<file path="src/rtl/uart_tx_fifo.sv">
// Circular byte FIFO feeding a UART transmitter through a DV/Done launch handshake.
// Define UART_TX_FIFO_OVF_FLAG_EN to build the sticky write-when-full flag on o_Overflow.
module uart_tx_fifo #(
  parameter int unsigned DEPTH_LOG2 = 4
) (
  input  logic                  i_Clock,
  input  logic                  i_Rst_L,
  input  logic                  i_Wr_DV,
  input  logic [7:0]            i_Wr_Byte,
  output logic                  o_Full,
  output logic                  o_Empty,
  output logic [DEPTH_LOG2:0]   o_Count,
  output logic                  o_TX_DV,
  output logic [7:0]            o_TX_Byte,
  input  logic                  i_TX_Done,
  output logic                  o_Overflow
);

  localparam int unsigned Depth = 1 << DEPTH_LOG2;
  localparam logic [DEPTH_LOG2:0] PtrOne = {{DEPTH_LOG2{1'b0}}, 1'b1};

  typedef enum logic [1:0] {StIdle, StLaunch, StWaitDone} state_e;

  logic [7:0]          mem_q [Depth];
  logic [DEPTH_LOG2:0] wp_q, wp_d, rp_q, rp_d;
  state_e              state_q, state_d;
  logic                tx_dv_q, tx_dv_d;
  logic [7:0]          tx_byte_q, tx_byte_d;
  logic                full, empty, wr_en, pop;

  // Extra pointer MSB distinguishes full from empty when the addresses match.
  assign empty = (wp_q == rp_q);
  assign full  = (wp_q[DEPTH_LOG2] != rp_q[DEPTH_LOG2]) &&
                 (wp_q[DEPTH_LOG2-1:0] == rp_q[DEPTH_LOG2-1:0]);
  assign wr_en = i_Wr_DV & ~full;
  assign pop   = (state_q == StIdle) & ~empty;

  always_comb begin
    state_d   = state_q;
    tx_dv_d   = 1'b0;
    tx_byte_d = tx_byte_q;
    wp_d      = wp_q;
    rp_d      = rp_q;
    if (wr_en) begin
      wp_d = wp_q + PtrOne;
    end
    case (state_q)
      StIdle: begin
        if (pop) begin
          tx_byte_d = mem_q[rp_q[DEPTH_LOG2-1:0]];
          tx_dv_d   = 1'b1;
          rp_d      = rp_q + PtrOne;
          state_d   = StLaunch;
        end
      end
      StLaunch:   state_d = StWaitDone;
      StWaitDone: if (i_TX_Done) state_d = StIdle;
      default:    state_d = StIdle;
    endcase
  end

  always_ff @(posedge i_Clock or negedge i_Rst_L) begin
    if (!i_Rst_L) begin
      wp_q      <= '0;
      rp_q      <= '0;
      state_q   <= StIdle;
      tx_dv_q   <= 1'b0;
      tx_byte_q <= 8'h00;
    end else begin
      wp_q      <= wp_d;
      rp_q      <= rp_d;
      state_q   <= state_d;
      tx_dv_q   <= tx_dv_d;
      tx_byte_q <= tx_byte_d;
    end
  end

  // Storage needs no reset; occupancy is governed by the pointers alone.
  always_ff @(posedge i_Clock) begin
    if (wr_en) begin
      mem_q[wp_q[DEPTH_LOG2-1:0]] <= i_Wr_Byte;
    end
  end

`ifdef UART_TX_FIFO_OVF_FLAG_EN
  logic ovf_q, ovf_d;

  assign ovf_d = ovf_q | (i_Wr_DV & full);

  always_ff @(posedge i_Clock or negedge i_Rst_L) begin
    if (!i_Rst_L) begin
      ovf_q <= 1'b0;
    end else begin
      ovf_q <= ovf_d;
    end
  end

  assign o_Overflow = ovf_q;
`else
  assign o_Overflow = 1'b0;
`endif

  assign o_Full    = full;
  assign o_Empty   = empty;
  assign o_Count   = wp_q - rp_q;
  assign o_TX_DV   = tx_dv_q;
  assign o_TX_Byte = tx_byte_q;

endmodule

</file>
<file path="config.mk">
export PLATFORM = sky130hd
export DESIGN_NAME = uart_tx_fifo
export DESIGN_NICKNAME = d
export VERILOG_FILES = /design/src/rtl/uart_tx_fifo.sv
export SDC_FILE = /design/constraint.sdc
export NUM_CORES = 1
export LEC_CHECK = 0
export CAP_MARGIN = 40
export CORE_AREA = 4 4 120 122
export DETAILED_ROUTE_END_ITERATION = 8
export DIE_AREA = 0 0 124 126
export PLACE_DENSITY = 0.73
export SLEW_MARGIN = 20
export SYNTH_ARGS = -nofsm -noshare
export SYNTH_HDL_FRONTEND = slang
export SYNTH_SLANG_ARGS = --single-unit
</file>
<file path="constraint.sdc">
create_clock -name i_Clock -period 2.85 [get_ports i_Clock]
set_input_delay 0.57 -clock i_Clock [delete_from_list [all_inputs] [get_ports i_Clock]]
set_output_delay 0.57 -clock i_Clock [all_outputs]
set_load 0.005 [all_outputs]
</file>
* After elaboration in Yosys (flattened, before gate mapping)
Memories as Yosys holds them, arrays and structs flattened. A register that Yosys moved wholly into a read port is not among the register bits.
Cells that the tools add are included.
** Operators by class
- $add $sub $neg :: 3
- Equality and inequality tests :: 7
- Mux-type cells :: 7
- Bitwise logic cells :: 4
- Reduce and logical (&&, ||, !) cells :: 5
** Operators with widths (number)
- $add 5x1->5 const B :: 2
- $pmux 2 s3 :: 1
- $eq 5x5->1 :: 1
- $sub 5x5->5 :: 1
- $eq 4x4->1 :: 1
- $mux 1 :: 4
- $mux 2 :: 2
- $ne 2x2->1 const B :: 2
- $reduce_and 2->1 :: 2
- $and 1x1->1 :: 2
- $eq 2x1->1 const B :: 1
- $eq 2x2->1 const B :: 1
- $logic_not 2->1 :: 1
- $not 1->1 :: 2
- $logic_and 1x1->1 :: 1
- $logic_not 1->1 :: 1
- $ne 1x1->1 :: 1
** Storage, ports and cells
- Flip-flop bits (word level) :: 13
- Memory bits (writable) :: 128
- Word-level logic and storage cells :: 31
- Memories :: 1
** Memory list
- mem_q :: depth 16, bits a word 8, read ports 1, clocked after memory_dff 1, write ports 1, RTL line 24 : logic [7:0] mem_q [Depth];

* Longest topological paths before layout
Gate-level depths: netlist of run 1.
- Depth in word-level cells :: 6
- Mapped depth :: 10
- Depth with buffers taken out :: 7

* Worst setup path before layout of run 1
No wires, ideal clock.
- Path kind :: register to register
- Start point :: reg rp_q[1]
- End point :: mem mem_q[3][0], enable pin
- Setup time :: 383 ps
- Arrival time :: 2278 ps
- Data required time :: 2467 ps
- Setup slack :: 189 ps
- Stages on the path, launching flop included :: 11
- Path through :: dfrtp_1 -> buf_6 -> buf_6 -> buf_4 -> inv_1 -> ha_1 -> nand4_1 -> o21a_1 -> buf_4 -> nand2_1 -> nor3_1
** On the way
- Cells in the longest elaborated chain, start to end :: 6
** RTL lines
- start: declaration :: RTL line 25 : logic [DEPTH_LOG2:0] wp_q, wp_d, rp_q, rp_d;
- start signal: assignment :: RTL line 71 : rp_q <= rp_d;
- $eq 4x4->1 :: RTL line 34 : (wp_q[DEPTH_LOG2-1:0] == rp_q[DEPTH_LOG2-1:0]);
- $logic_and 1x1->1 :: RTL line 33 : assign full = (wp_q[DEPTH_LOG2] != rp_q[DEPTH_LOG2]) &&
- $not 1->1 :: RTL line 35 : assign wr_en = i_Wr_DV & ~full;
- $and 1x1->1 :: RTL line 35
- $mux 1 :: RTL line 80 : if (wr_en) begin
- $mux 1 (implied by the code) :: RTL line 81 : mem_q[wp_q[DEPTH_LOG2-1:0]] <= i_Wr_Byte;
- end: declaration :: RTL line 24
Every way passes these cells.

* Worst setup path in the final report of run 1
- Start point :: reg wp_q[3]
- End point :: out o_Empty
** On the way
- Cells in the longest elaborated chain, start to end :: 1
** RTL lines
- start: declaration :: RTL line 25
- start signal: assignment :: RTL line 70 : wp_q <= wp_d;
- $eq 5x5->1 :: RTL line 32 : assign empty = (wp_q == rp_q);
- end: declaration :: RTL line 11 : output logic o_Empty,
Every way passes these cells.

==> summary.md, run 1 <==
| Metric | Value |
|---|---|
| Syn Nets | 366 |
| Top post-synthesis cells by count | edfxtp_1, mux2i_1, nor2_1, dfrtp_1, o22ai_1 |
| DRT Pass-1 Iters | 5 |
| Ys async rst share | 14.09% |
| Pwr Total | 7.946 mW |
| Min Tclk post-route | 2767 ps |
| Sequential cell area fraction in the yosys report | 72.37% |
| Hold Fails Final Rpt | 0 |
| PwrDens | 1096 mW/mm2 |
| Largest area contributor in the netlist | edfxtp_1 |
| Die area | 0.01562 mm2 |
| Setup crit start | wp_q[3] |
| Final core utilization | 54.98% |
| Number of enable flip-flop cells after synthesis | 128 |
| Final setup fails | 0 |
| Total GRT Usage | 16.59% |
| Final GP Congestion | 0.8008 |
| Remaining antenna violation count after routing | 0 |
| Diode count | 0 |
| Avg Synthesized Cell Area | 17.55 um2 |
| Design Area, Final | 0.007252 mm2 |
| Required time of the worst setup path | 2280 ps |
| CTS max path bufs | 2 |
| Hpwl dp | 7582 um |
| Max IR drop VDD | 0.5276 mV |
| Clk slew on worst S/H paths | 50 ps |
| Worst Reg-to-Reg Cells | 6 |
| Status | completed |
| Reg2reg setup slack | 590 ps |
| Post-synthesis register bit count | 149 |
| Cell Count, Final, Fillers Out | 586 |
| Vias in the first global route | 3263 |
| Die X | 124 um |
| Dpl cells | 552 |
| Clk Tree Root Cell | clkbuf_16 |
| P&R area growth vs syn | 20.12% |
| FF-to-FF End | mem_q[3][6] |
| Largest net degree at the start of global routing | 36 |
| Dpl cell area | 0.006570 mm2 |
| Cell Area, Synth | 0.006037 mm2 |
| Final Max Slew Viols | 0 |
| Post-Synthesis Cells | 344 |
| DRC | 0 |
| Fin nets | 419 |
| # rows | 42 |
| R2R Path Start | wp_q[3] |
| Critical Path Start Type | flip-flop |
| GR Overflow Total | 0 |
| Top cells by area, synth | edfxtp_1, dfrtp_1, mux2i_1 |
| Worst skew pair latency | 410 ps |
| Htree depth | 4 |
| Vias | 3157 |
| Initial antenna violation count | 0 |
| I/O pin count | 29 |
| Pleak | 2.532 nW |
| Crit-path max FO | 10 |
| Tightest Pin Transition | 753.6 ps |
| Yosys top cell area share | 63.67% |
| Final hold slack | 444.4 ps |
| Routed length per placed instance | 20.54 um |
| Clk sinks | 149 |
| TritonCTS clock tree | done |
| Core ar. | 0.01319 mm2 |
| Worst slew margin | 49.66% |
| Initial core utilization | 45.77% |
| Worst Slack Setup Final | 83.04 ps |
| Period utilization | 97.09% |
| FMAX | 361.4 MHz |
| Global-route wire length before repair | 18640 um |
| I/O Buffers | 27 |
| HP Class | in -> async |
| Num CTS Buffers | 17 |
| DP Worst Slack | 159.4 ps |
| Initial DRC count | 378 |
| Post-Route WL | 12040 um |
| Setup crit end | o_Empty |
| Max Cap Violations | 0 |
| Critical path endpoint category | primary output |
| Most frequent cell after synthesis | edfxtp_1 |
| Clock skew | 7.260 ps |
| Yosys warnings | 0 |
| Final setup TNS | 0 ps |
| Yosys cell types | 38 |
| Share of layout cells above drive strength 1 | 19.02% |
| Main flop type after synthesis | edfxtp_1 |
| Die Y | 126 um |
| Setup CP Type | reg -> out |
| Vias/cell | 5.387 |
| Critical Path AT | 2200 ps |
==> state kept, by name, summed over array words and instances, names as in the netlist <==
name	count
mem_q	128
rp_q	5
o_TX_Byte	8
state_q	2
o_TX_DV	1
wp_q	5
==> worst min-delay path by stage <==
| stage | from | end | slack [ps] | depth (start not counted) |
|---|---|---|---|---|
| 2_1_floorplan | i_Rst_L | o_TX_Byte[0] | 270 | 0 |
| 3_3_place_gp | rp_q[4] | rp_q[4] | 510 | 1 |
| 3_5_place_dp | wp_q[4] | wp_q[4] | 520 | 1 |
| 4_1_cts | i_Rst_L | o_TX_Byte[0] | 430 | 1 |
| 5_1_grt | i_Rst_L | o_TX_Byte[3] | 440 | 1 |
| 6_report | i_Rst_L | o_TX_DV | 440 | 1 |
==> where the power goes <==
group          internal (mW)  leakage (nW)  switching [mW]
clock                   1.59         0.308           0.792
combinational           1.27         0.825            1.38
sequential              2.73          1.40           0.183
==> per-layer routing <==
metal | wire length (um) | part of all wire (%) | global-route usage, % | up-vias
li1 | - | - | - | 1449
met1 | 5162 | 43 | 22.64 | 1575
met5 | 0 | 0 | 0 | -
met2 | 5886 | 49 | 25.26 | 118
met4 | 221 | 1.8 | 6.637 | 0
met3 | 765 | 6.4 | 4.619 | 15
==> cells in the final DEF, fill, tap and decap left out, types with 9 or more instances in the layout <==
cell,count
dfrtp_1,17
xnor2_1,9
buf_4,23
edfxtp_1,128
clkdlybuf4s50_1,26
nor2_1,29
mux4_2,14
o22ai_1,16
mux2i_1,33
clkbuf_16,17
==> area by class of cell <==
| type | instances | area (um2) |
|---|---|---|
| Inverter | 8 | 30.03 |
| Clock inverter | 10 | 178.9 |
| Timing Repair Buffer | 52 | 476.7 |
| Fill cell | 980 | 5938 |
| Tap cell | 176 | 220.2 |
| Clock buffer | 22 | 464.2 |
| Sequential cell | 149 | 4374 |
| Multi-Input combinational cell | 169 | 1508 |
==> cell families (layout without fill, tap and decap cells) <==
logic type / after synthesis / count (layout) / share of synthesized area [%]
flip-flops: 149 / 149 / 72.37
multiplexers: 49 / 49 / 11.56
buffers and inverters: 26 / 92 / 3.005
AND/OR/NAND/NOR: 56 / 56 / 4.290
XOR/XNOR: 12 / 12 / 1.865
adder cells (fa/ha/maj): 10 / 10 / 2.197
other: 1 / 1 / 0.06212
AO/OA/AOI/OAI: 41 / 41 / 4.643
==> worst max-delay path, cell delays in order (launching register included) <==
cell and delay (ps):
dfrtp_2 490, ha_1 400, and4_4 280, and2_1 120
clkdlybuf4s50_1 490
==> timing repair <==
| action | in CTS | in global routing |
|---|---|---|
| resized for setup | 4 | 6 |
| hold buffers | 0 | 0 |
| buffers inserted | 1 | 1 |
| setup endpoints to repair | 3 | 3 |
Note: power is estimated with default switching activity, not from simulation.
==> run 2: changes to the inputs <==
SKIP_CTS_REPAIR_TIMING = 1   (was default)
==> summary.md, run 2 (synthesized netlist as in run 1, its figures left out) <==
| Metric | Value |
|---|---|
| Diode count | 0 |
| Final Max Slew Viols | 0 |
| Routed length per placed instance | 20.49 um |
| GR Overflow Total | 0 |
| # rows | 42 |
| Top Usage Layer GRT | met2 |
| RSZ-0062 raised after global routing | false |
| Crit-path max FO | 10 |
| Min Tclk post-route | 2760 ps |
| Fin nets | 421 |
| Htree depth | 4 |
| Cell Count, Final, Fillers Out | 588 |
| Clk slew on worst S/H paths | 50 ps |
| Setup crit start | wp_q[3] |
| P&R area growth vs syn | 20.25% |
| Core ar. | 0.01319 mm2 |
| Register Area | 0.004374 mm2 |
| Critical Path AT | 2190 ps |
| Final setup fails | 0 |
| DRT Pass-1 Iters | 4 |
| Critical Path Start Type | flip-flop |
| Clk Tree Root Cell | clkbuf_16 |
| Dpl cell area | 0.006570 mm2 |
| Die area | 0.01562 mm2 |
| Vias | 3158 |
| Largest net degree at the start of global routing | 36 |
| Initial DRC count | 359 |
| Global-route wire length before repair | 18580 um |
| Remaining antenna violation count after routing | 0 |
| CTS max path bufs | 2 |
| Hpwl dp | 7582 um |
| Die X | 124 um |
| Max reg flops | 128 |
| Met3 global-route usage | 4.619% |
| Critical path endpoint category | primary output |
| Worst Reg-to-Reg Cells | 6 |
| Period utilization | 96.84% |
| Worst slew margin | 49.06% |
| TritonCTS clock tree | done |
| Most frequent cells in the layout | edfxtp_1, mux2i_1, nor2_1, clkdlybuf4s50_1, buf_4 |
| DRC | 0 |
| I/O Buffers | 27 |
| Max IR drop VDD | 0.5303 mV |
| Max Cap Violations | 0 |
| M1 GR Usage | 22.55% |
| FMAX | 362.3 MHz |
| Setup CP Type | reg -> out |
| Final hold slack | 439.2 ps |
| Worst skew pair latency | 420 ps |
| Tightest Pin Transition | 762.5 ps |
| Clock skew | 12.11 ps |
| Initial antenna violation count | 0 |
| Layout fillers | 972 |
| Dpl cells | 552 |
| M2 GR Usage | 25.20% |
| Final GP Congestion | 0.8008 |
| Initial core utilization | 45.77% |
| Design Area, Final | 0.007259 mm2 |
| Required time of the worst setup path | 2280 ps |
| Vias in the first global route | 3263 |
| Most common cell after layout, fill and taps aside | edfxtp_1 |
| Hold Fails Final Rpt | 0 |
| HP Class | in -> async |
| Vias/cell | 5.371 |
| Total GRT Usage | 16.54% |
| Share of layout cells above drive strength 1 | 18.93% |
| Post-Route WL | 12050 um |
| Clk sinks | 149 |
| Multi-input logic area | 0.001494 mm2 |
| Num CTS Buffers | 17 |
| PwrDens | 1094 mW/mm2 |
| I/O pin count | 29 |
| Die Y | 126 um |
| Pleak | 2.558 nW |
| Status | completed |
| R2R Path Start | wp_q[3] |
run 2: changes by cell type in the layout (fill, tap and decap cells not counted):
cell and change:
dlygate4sd2_1 -1, dlymetal6s2s_1 +2, inv_2 -1, buf_4 +2
and4_4 -1, and4_2 +1, ha_1 +1, ha_4 -1
clkdlybuf4s50_1 -1, inv_1 +1
run 2: final cells by class:
class	instances	share of cell area [%]
inverters	8	0.4137
clock buffers	22	6.394
repair buffers	54	6.860
well taps	176	3.033
clock inverters	10	2.465
multi-input cells	169	20.58
flip-flops and latches	149	60.26
run 2: final timing paths:
path | to | slack [ps]
worst max-delay path | o_Empty | 90
worst min-delay path | o_TX_DV | 440
worst max register to register | o_TX_Byte[5] | 600
worst min register to register | rp_q[4] | 530
max in group asynchronous | wp_q[3] | 1960
min in group i_Clock | rp_q[4] | 530
run 2: where the power goes:
group | internal, mW | switching (mW) | total [mW] | leakage [nW]
sequential | 2.73 | 0.193 | 2.92 | 1.40
clock | 1.59 | 0.798 | 2.39 | 0.308
combinational | 1.27 | 1.36 | 2.63 | 0.852
run 2: metal layers:
metal | wire length, um | vias up
li1 | - | 1452
met1 | 5070 | 1582
met2 | 5960 | 112
met3 | 803 | 12
met4 | 215 | 0
met5 | 0 | -
run 2: critical path, stage by stage, from the launching register on:
cell and delay (ps):
dfrtp_2 490, ha_1 380, and4_2 290, and2_1 130
clkdlybuf4s50_1 500
run 2: per-stage QoR:
stage	setup slack [ps]	total power [mW]	util [%]	setup TNS, ps
2_1_floorplan	188.6	4.639	-	0
3_3_place_gp	210.6	5.442	49.54	0
3_5_place_dp	159.4	5.538	49.81	0
4_1_cts	-284.5	7.952	54.69	-320.6
5_1_grt	5.703	8.357	55.04	0
6_report	90.18	7.943	55.04	0
==> run 3: changes to the inputs <==
HOLD_SLACK_MARGIN = 0.02   (was default)
==> results of run 3 <==
The final DEF is identical to that of run 2; final timing and power are the same.
